`src/rtl/mst_driver_pkg.sv`:
```
// Shared checker definitions: AXI constants and the address-to-response
// function that both this master and slv_monitor use.
package axicb_checker_pkg;

  localparam logic [1:0] BURST_INCR = 2'b01;
  localparam logic [1:0] OKAY       = 2'b00;
  localparam logic [1:0] SLVERR     = 2'b10;

  // The slave derives its response from the address it saw. Bits [1:0] are
  // the response code and the low bits are the read data.
  function automatic logic [31:0] gen_resp(input logic [31:0] addr);
    return addr ^ 32'hDEADBEEF;
  endfunction

endpackage

```
`src/rtl/axicb_scfifo.sv`:
```
// Single-clock FIFO with an extra pointer bit to tell full from empty.
// With PASS_THRU set, a push into an empty FIFO is visible on data_out in the
// same cycle.
module axicb_scfifo #(
  parameter int DATA_WIDTH = 8,
  parameter int ADDR_WIDTH = 2,
  parameter int PASS_THRU  = 0
) (
  input  logic                  aclk,
  input  logic                  areset,
  input  logic                  push,
  input  logic [DATA_WIDTH-1:0] data_in,
  output logic                  full,
  input  logic                  pull,
  output logic [DATA_WIDTH-1:0] data_out,
  output logic                  empty
);

  localparam int DEPTH = 2 ** ADDR_WIDTH;

  logic [DATA_WIDTH-1:0] mem [DEPTH];
  logic [ADDR_WIDTH:0]   wr_ptr;
  logic [ADDR_WIDTH:0]   rd_ptr;
  logic                  mem_empty;
  logic                  do_push;
  logic                  do_pull;

  assign mem_empty = (wr_ptr == rd_ptr);
  assign full      = (wr_ptr[ADDR_WIDTH] != rd_ptr[ADDR_WIDTH]) &&
                     (wr_ptr[ADDR_WIDTH-1:0] == rd_ptr[ADDR_WIDTH-1:0]);
  assign empty     = (PASS_THRU != 0) ? (mem_empty && !push) : mem_empty;
  assign data_out  = (PASS_THRU != 0 && mem_empty) ? data_in
                                                   : mem[rd_ptr[ADDR_WIDTH-1:0]];
  // A pop in the same cycle frees the slot, so push while full is allowed then.
  assign do_push   = push && (!full || pull);
  assign do_pull   = pull && !empty;

  // Storage needs no reset; only the pointers define what is valid.
  always_ff @(posedge aclk) begin
    if (do_push) mem[wr_ptr[ADDR_WIDTH-1:0]] <= data_in;
  end

  // Pointer bookkeeping for push and pop.
  always_ff @(posedge aclk or posedge areset) begin
    if (areset) begin
      wr_ptr <= '0;
      rd_ptr <= '0;
    end else begin
      if (do_push) wr_ptr <= wr_ptr + 1'b1;
      if (do_pull) rd_ptr <= rd_ptr + 1'b1;
    end
  end

endmodule

```
`src/rtl/lfsr32.sv`:
```
// 32-bit Fibonacci LFSR (x^32 + x^22 + x^2 + x + 1) loaded with KEY on reset.
module lfsr32 #(
  parameter logic [31:0] KEY = 32'hFFFFFFFF
) (
  input  logic        aclk,
  input  logic        areset,
  input  logic        en,
  output logic [31:0] lfsr
);

  // Shift one position whenever the owner asks for a new value.
  always_ff @(posedge aclk or posedge areset) begin
    if (areset)  lfsr <= KEY;
    else if (en) lfsr <= {lfsr[30:0], lfsr[31] ^ lfsr[21] ^ lfsr[1] ^ lfsr[0]};
  end

endmodule

```
`src/rtl/mst_driver.sv`:
```
// Randomised single-beat AXI4 master: issues LFSR-timed writes and reads,
// remembers what the slave must answer, and flags any wrong, unexpected or
// missing response on a sticky error output.
module mst_driver
  import axicb_checker_pkg::*;
#(
  parameter int                  AXI_ADDR_W  = 8,
  parameter int                  AXI_ID_W    = 8,
  parameter int                  AXI_DATA_W  = 8,
  parameter logic [AXI_ID_W-1:0] MST_ID      = 'h10,
  parameter int                  OSTDREQ_NUM = 4,
  parameter int                  TIMEOUT     = 1000,
  parameter logic [31:0]         KEY         = 32'hFFFFFFFF
) (
  input  logic                    aclk,
  input  logic                    areset,
  input  logic                    en,
  output logic                    error,
  output logic [15:0]             wr_done,
  output logic [15:0]             rd_done,
  output logic                    awvalid,
  input  logic                    awready,
  output logic [AXI_ADDR_W-1:0]   awaddr,
  output logic [7:0]              awlen,
  output logic [2:0]              awsize,
  output logic [1:0]              awburst,
  output logic                    awlock,
  output logic [3:0]              awcache,
  output logic [2:0]              awprot,
  output logic [3:0]              awqos,
  output logic [3:0]              awregion,
  output logic [AXI_ID_W-1:0]     awid,
  output logic                    wvalid,
  input  logic                    wready,
  output logic                    wlast,
  output logic [AXI_DATA_W-1:0]   wdata,
  output logic [AXI_DATA_W/8-1:0] wstrb,
  input  logic                    bvalid,
  output logic                    bready,
  input  logic [AXI_ID_W-1:0]     bid,
  input  logic [1:0]              bresp,
  output logic                    arvalid,
  input  logic                    arready,
  output logic [AXI_ADDR_W-1:0]   araddr,
  output logic [7:0]              arlen,
  output logic [2:0]              arsize,
  output logic [1:0]              arburst,
  output logic                    arlock,
  output logic [3:0]              arcache,
  output logic [2:0]              arprot,
  output logic [3:0]              arqos,
  output logic [3:0]              arregion,
  output logic [AXI_ID_W-1:0]     arid,
  input  logic                    rvalid,
  output logic                    rready,
  input  logic [AXI_ID_W-1:0]     rid,
  input  logic [1:0]              rresp,
  input  logic [AXI_DATA_W-1:0]   rdata,
  input  logic                    rlast
);

  localparam int FIFO_AW = $clog2(OSTDREQ_NUM);
  localparam int WR_W    = AXI_ID_W + 2;
  localparam int RD_W    = AXI_ID_W + 2 + AXI_DATA_W;
  localparam int REP     = (AXI_DATA_W + 31) / 32;
  localparam int TMO_W   = $clog2(TIMEOUT + 1);

  logic [31:0]         aw_lfsr, ar_lfsr, b_lfsr, r_lfsr;
  logic [REP*32-1:0]   aw_rep;
  logic [31:0]         wr_resp, rd_resp;
  logic [WR_W-1:0]     wr_head;
  logic [RD_W-1:0]     rd_head;
  logic                wr_full, wr_empty, rd_full, rd_empty;
  logic                wr_idle, wr_start, wr_end, wr_step, wr_push, wr_pop;
  logic                ar_start, ar_step, rd_push, rd_pop;
  logic                b_hs, b_ok, b_err, r_hs, r_ok, r_err;
  logic [TMO_W-1:0]    wr_tmo, rd_tmo;
  logic                lfsr_unused;

  assign awlen    = '0;
  assign awsize   = 3'($clog2(AXI_DATA_W / 8));
  assign awburst  = BURST_INCR;
  assign awlock   = 1'b0;
  assign awcache  = '0;
  assign awprot   = '0;
  assign awqos    = '0;
  assign awregion = '0;
  assign awid     = MST_ID;
  assign arlen    = '0;
  assign arsize   = 3'($clog2(AXI_DATA_W / 8));
  assign arburst  = BURST_INCR;
  assign arlock   = 1'b0;
  assign arcache  = '0;
  assign arprot   = '0;
  assign arqos    = '0;
  assign arregion = '0;
  assign arid     = MST_ID;
  assign wlast    = 1'b1;
  assign wstrb    = '1;

  // Address and data come straight from the LFSR, which is frozen while a
  // request is in flight, so they stay stable until the handshake.
  assign aw_rep = {REP{aw_lfsr}};
  assign awaddr = aw_lfsr[AXI_ADDR_W-1:0];
  assign wdata  = aw_rep[AXI_DATA_W-1:0];
  assign araddr = ar_lfsr[AXI_ADDR_W-1:0];

  // Bit 0 gates the start; while idle and gated off the LFSR keeps stepping
  // so that the gate eventually opens.
  assign wr_idle  = !awvalid && !wvalid;
  assign wr_start = en && !wr_full && wr_idle && aw_lfsr[0];
  assign wr_end   = !wr_idle && (!awvalid || awready) && (!wvalid || wready);
  assign wr_step  = wr_end || (en && !wr_full && wr_idle && !aw_lfsr[0]);
  assign wr_push  = awvalid && awready;
  assign ar_start = en && !rd_full && !arvalid && ar_lfsr[0];
  assign ar_step  = (arvalid && arready) || (en && !rd_full && !arvalid && !ar_lfsr[0]);
  assign rd_push  = arvalid && arready;

  assign wr_resp = gen_resp(32'(awaddr));
  assign rd_resp = gen_resp(32'(araddr));

  assign b_hs   = bvalid && bready;
  assign b_ok   = !wr_empty && (bid == wr_head[WR_W-1 -: AXI_ID_W]) && (bresp == wr_head[1:0]);
  assign b_err  = b_hs && !b_ok;
  assign wr_pop = b_hs && b_ok;
  assign r_hs   = rvalid && rready;
  assign r_ok   = !rd_empty && (rid == rd_head[RD_W-1 -: AXI_ID_W]) &&
                  (rresp == rd_head[AXI_DATA_W+1:AXI_DATA_W]) &&
                  (rdata == rd_head[AXI_DATA_W-1:0]) && rlast;
  assign r_err  = r_hs && !r_ok;
  assign rd_pop = r_hs && r_ok;

  assign lfsr_unused = ^{aw_lfsr, ar_lfsr, b_lfsr, r_lfsr, aw_rep, wr_resp, rd_resp, OKAY, SLVERR};

  lfsr32 #(.KEY(KEY)) u_aw_lfsr (.aclk(aclk), .areset(areset), .en(wr_step), .lfsr(aw_lfsr));
  lfsr32 #(.KEY(KEY)) u_ar_lfsr (.aclk(aclk), .areset(areset), .en(ar_step), .lfsr(ar_lfsr));
  lfsr32 #(.KEY(KEY)) u_b_lfsr  (.aclk(aclk), .areset(areset), .en(1'b1),    .lfsr(b_lfsr));
  lfsr32 #(.KEY(KEY)) u_r_lfsr  (.aclk(aclk), .areset(areset), .en(1'b1),    .lfsr(r_lfsr));

  axicb_scfifo #(.DATA_WIDTH(WR_W), .ADDR_WIDTH(FIFO_AW), .PASS_THRU(0)) u_wr_fifo (
    .aclk(aclk), .areset(areset),
    .push(wr_push), .data_in({awid, wr_resp[1:0]}), .full(wr_full),
    .pull(wr_pop), .data_out(wr_head), .empty(wr_empty)
  );

  axicb_scfifo #(.DATA_WIDTH(RD_W), .ADDR_WIDTH(FIFO_AW), .PASS_THRU(0)) u_rd_fifo (
    .aclk(aclk), .areset(areset),
    .push(rd_push), .data_in({arid, rd_resp[1:0], AXI_DATA_W'(rd_resp)}), .full(rd_full),
    .pull(rd_pop), .data_out(rd_head), .empty(rd_empty)
  );

  // Request valids: raised together on start, each dropped by its own handshake.
  always_ff @(posedge aclk or posedge areset) begin
    if (areset) begin
      awvalid <= 1'b0;
      wvalid  <= 1'b0;
      arvalid <= 1'b0;
    end else begin
      if (wr_start) begin
        awvalid <= 1'b1;
        wvalid  <= 1'b1;
      end else begin
        if (awready) awvalid <= 1'b0;
        if (wready)  wvalid  <= 1'b0;
      end
      if (ar_start)     arvalid <= 1'b1;
      else if (arready) arvalid <= 1'b0;
    end
  end

  // Response-side readiness, completion counters and timeout counters.
  always_ff @(posedge aclk or posedge areset) begin
    if (areset) begin
      bready  <= 1'b0;
      rready  <= 1'b0;
      wr_done <= '0;
      rd_done <= '0;
      wr_tmo  <= '0;
      rd_tmo  <= '0;
    end else begin
      bready <= b_lfsr[0];
      rready <= r_lfsr[0];
      if (wr_pop) wr_done <= wr_done + 16'd1;
      if (rd_pop) rd_done <= rd_done + 16'd1;
      if (b_hs || wr_empty)                  wr_tmo <= '0;
      else if (wr_tmo != TMO_W'(TIMEOUT))    wr_tmo <= wr_tmo + 1'b1;
      if (r_hs || rd_empty)                  rd_tmo <= '0;
      else if (rd_tmo != TMO_W'(TIMEOUT))    rd_tmo <= rd_tmo + 1'b1;
    end
  end

  // Sticky error: any bad or unexpected response, or a response that never came.
  always_ff @(posedge aclk or posedge areset) begin
    if (areset) error <= 1'b0;
    else if (b_err || r_err || (wr_tmo == TMO_W'(TIMEOUT)) || (rd_tmo == TMO_W'(TIMEOUT)))
      error <= 1'b1;
  end

endmodule

```
`config.mk`:
```
export PLATFORM = sky130hd
export DESIGN_NAME = mst_driver
export DESIGN_NICKNAME = d
export VERILOG_FILES = /design/src/rtl/mst_driver_pkg.sv /design/src/rtl/axicb_scfifo.sv /design/src/rtl/lfsr32.sv /design/src/rtl/mst_driver.sv
export SDC_FILE = /design/constraint.sdc
export NUM_CORES = 1
export LEC_CHECK = 0
export BUFFER_PORTS_ARGS = -buffer_cell sky130_fd_sc_hd__buf_2
export CAP_MARGIN = 20
export CORE_MARGIN = 4
export CORE_UTILIZATION = 50
export DETAILED_ROUTE_END_ITERATION = 16
export MAX_ROUTING_LAYER = met4
export PLACE_DENSITY = 0.72
export SLEW_MARGIN = 20
export SYNTH_ARGS = -nofsm -noshare
export SYNTH_HDL_FRONTEND = slang
export SYNTH_SLANG_ARGS = --single-unit
```
`constraint.sdc`:
```
create_clock -name aclk -period 9 [get_ports aclk]
set_input_delay 1.35 -clock aclk [delete_from_list [all_inputs] [get_ports aclk]]
set_output_delay 1.35 -clock aclk [all_outputs]
set_load 0.01 [all_outputs]
```
==> summary.txt <==
Place
  – Cell Area, Placed: 0.0105 sq mm
  – Post-DP HPWL: 10.9 mm
  – Port Buffers: 98
  – GP Congestion: 0.777

Run
  – Max-cap violations: 0

Final layout
  – Layout cells sized above 1: 0.400
  – Commonest non-fill, non-tap cell in the layout: dfstp_2
  – Most frequent cells in the layout: dfstp_2 (128), buf_2 (98), conb_1 (76), dfrtp_1 (70), xnor2_1 (57)
  – Share of the core filled with cells: 0.569
  – Fill count: 1,570
  – Seq. cell area: 0.00632 sq mm
  – Post-layout nets: 879
  – Final instance area: 0.0112 sq mm
  – Inserted Diodes: 0
  – Multi-input gate area: 0.00320 sq mm
  – Layout area overhead: 10.1%

Worst hold path
  – Hold Path Class: reg2reg
  – Hold Path Cell Cnt: 0

Floorplanning
  – I/O pins: 175
  – DIE AREA: 0.0227 sq mm
  – Initial Util: 0.516
  – Die height: 151 um
  – Core footprint: 0.0197 sq mm
  – Die Wd: 151 um
  – # rows: 51

Global routing
  – Number of global-route vias before repair: 5,239
  – Initial antenna violation count: 0
  – Global-route wire length before repair: 26.8 mm
  – Largest net degree at the start of global routing: 114
  – All-Layer GR Usage: 0.149
  – Total global routing overflow: 0

Pwr
  – Lkg Pwr: 0.00491 uW
  – PwrDens: 280 mW/mm^2
  – Worst IR drop on VDD: 0.000212 V

Critical path
  – Critical Path End Type: flip-flop
  – Crit-path leading delay family: simple AND/OR/NAND/NOR gates
  – Slowest CP cell: dfrtp_1
  – CP Data Arrival Time: 3.64 ns
  – Data required, critical path: 9.13 ns
  – Stages on worst setup path: 6
  – CP peak stage delay: 0.82 ns
  – CP cell instances: mux4_2 -> xor2_1 -> a2111oi_2 -> and4bb_4 -> o21bai_2 -> nor2_1
  – Worst-path fanout max: 21
  – Crit path kind: reg2reg
  – Worst setup SP type: flip-flop
  – Buf/Inv on CP: 0
  – Worst Reg-to-Reg Cells: 6

Detailed routing
  – Routed Antenna Nets: 0
  – 1st-pass router iterations: 4
  – 1st-iter DRT viols: 222
  – Wire per inst: 14.7 um
  – DRC: 0
  – Vias/cell: 4.80
  – Routed WL: 16.3 mm
  – Via Count: 5,323

Timing
  – Final Slew Violations: 0
  – Hold Vio Cnt, Final: 0
  – Final setup vio count: 0
  – Fmax: 285 MHz
  – RSZ-0062 raised after global routing: no
  – Final Critical Period: 3.51 ns
  – Final Cycle Share: 0.390
  – Worst-margin pin slew: 0.741 ns
  – Setup TNS: 0 ns
  – Rel. slew slack: 0.506
  – Skew final: 0.0161 ns

Synth
  – Mapped cell area: 0.0102 sq mm
  – Warning count from the yosys run: 0
  – Post-synth EDFFs: 40
  – Most used DFF post-synth: dfstp_2
  – Synth Area per Inst: 13.8 sq um
  – Post-synthesis register bit count: 238
  – Async S/R FF share, synth: 0.832
  – Sequential cell area fraction in the yosys report: 0.620
  – Distinct cells, synth: 59
  – Mapped Cells: 738

Clock tree
  – CTS tree: built
  – Resized cells post-CTS: 0
  – Inserted Clock Buffers: 24
  – Clock sink total: 238
  – # hold bufs at CTS: 0
  – Root Driver: clkbuf_16
  – Worst-skew pair later-pin latency: 0.51 ns
  – Htree depth: 1
  – Clk buf depth: 3
  – Post-CTS setup buffer count: 0
  – Clk slew on worst S/H paths: 0.06 ns

Run status
  – Status: finished clean
## power by group
group	switching (uW)	total, uW	internal [uW]	leakage [uW]
combinational	360	689	329	0.00192
clock	386	925	540	0.000364
sequential	131	1520	1390	0.00263
## layout make-up
cell class	count	area share
tap	265	0.0296
inverter	26	0.00937
multi-input combinational	435	0.286
clock inverter	9	0.00703
clock buffer	35	0.0590
timing repair buffer	101	0.0461
sequential	238	0.563
## state kept, by name (all words and copies together), names as in the netlist
signal and flops:
u_rd_fifo.rd_ptr 3, bready 1, u_aw_lfsr.lfsr 32, rready 1, u_b_lfsr.lfsr 32, wr_done 16
awvalid 1, rd_tmo 10, u_rd_fifo.wr_ptr 3, error 1, u_r_lfsr.lfsr 32, u_wr_fifo.wr_ptr 3
arvalid 1, u_rd_fifo.mem 32, u_wr_fifo.mem 8, u_wr_fifo.rd_ptr 3, u_ar_lfsr.lfsr 32, wvalid 1
rd_done 16, wr_tmo 10
## synth_stat cells, types with 2 or more instances
library cell,n,area [sq um]
a21oi_1,5,25.0
and2_1,5,31.3
and3_1,10,62.6
and4_1,3,26.3
buf_2,2,10.0
buf_4,103,773
buf_6,3,33.8
clkbuf_1,4,15.0
conb_1,2,7.51
dfrtp_1,70,1750
dfstp_2,128,3360
edfxtp_1,40,1200
ha_1,16,200
inv_1,26,97.6
mux2_2,55,619
mux2i_1,9,90.1
mux4_2,9,203
nand2_1,41,154
nand2b_1,4,25.0
nand3_1,24,120
nand3b_1,3,22.5
nand4_1,12,75.1
nor2_1,34,128
nor2b_1,3,18.8
nor3_1,5,25.0
nor3b_1,2,15.0
nor4bb_1,2,20.0
o21ai_0,12,60.1
o31ai_1,2,15.0
xnor2_1,57,499
xor2_1,19,166
## path summary, 6_finish.rpt
| path | start | slack (ns) | end |
|---|---|---|---|
| setup / recovery | u_rd_fifo.rd_ptr[0]$_DFFE_PP0P_ | 5.49 | u_rd_fifo.mem[1][4]$_DFFE_PP_ |
| hold / removal | u_r_lfsr.lfsr[10]$_DFF_PP1_ | 0.34 | u_r_lfsr.lfsr[11]$_DFF_PP1_ |
| setup reg to reg | u_rd_fifo.rd_ptr[0]$_DFFE_PP0P_ | 5.49 | u_rd_fifo.mem[1][4]$_DFFE_PP_ |
| hold reg to reg | u_r_lfsr.lfsr[10]$_DFF_PP1_ | 0.34 | u_r_lfsr.lfsr[11]$_DFF_PP1_ |
| max in group asynchronous | areset | 6.83 | error$_DFFE_PP0P_ |
| min in group asynchronous | areset | 0.98 | wvalid$_DFFE_PP0P_ |
## routing by layer
layer	vias up	routed length [um]	GRT usage
li1	2521	-	-
met1	2640	7430	0.211
met2	133	7600	0.226
met3	29	938	0.0244
met4	0	315	0.0413
met5	-	0	-
## stage by stage
| step | std cells | setup slack, ns | power, uW | hold slack (ns) |
|---|---|---|---|---|
| floorplan | 812 | 2.46 | 2120 | 0.345 |
| CTS | 1109 | 5.45 | 3180 | 0.339 |
| detailed placement | 1065 | 5.12 | 2230 | 0.347 |
| global route | 1109 | 5.15 | 3330 | 0.343 |
| finish | 1109 | 5.49 | 3130 | 0.340 |
| global placement | 1065 | 5.23 | 2210 | 0.346 |
## cells by family after synthesis
logic type               Yosys count  share of synthesized area
AO/OA/AOI/OAI                     35                     0.0279
XOR/XNOR                          76                     0.0654
adder cells (fa/ha/maj)           16                     0.0197
buffers and inverters            139                     0.0933
flip-flops                       238                      0.620
multiplexers                      75                     0.0921
other                              2                   0.000737
AND/OR/NAND/NOR                  157                     0.0807
No activity file was read; power rests on OpenSTA's default activity.
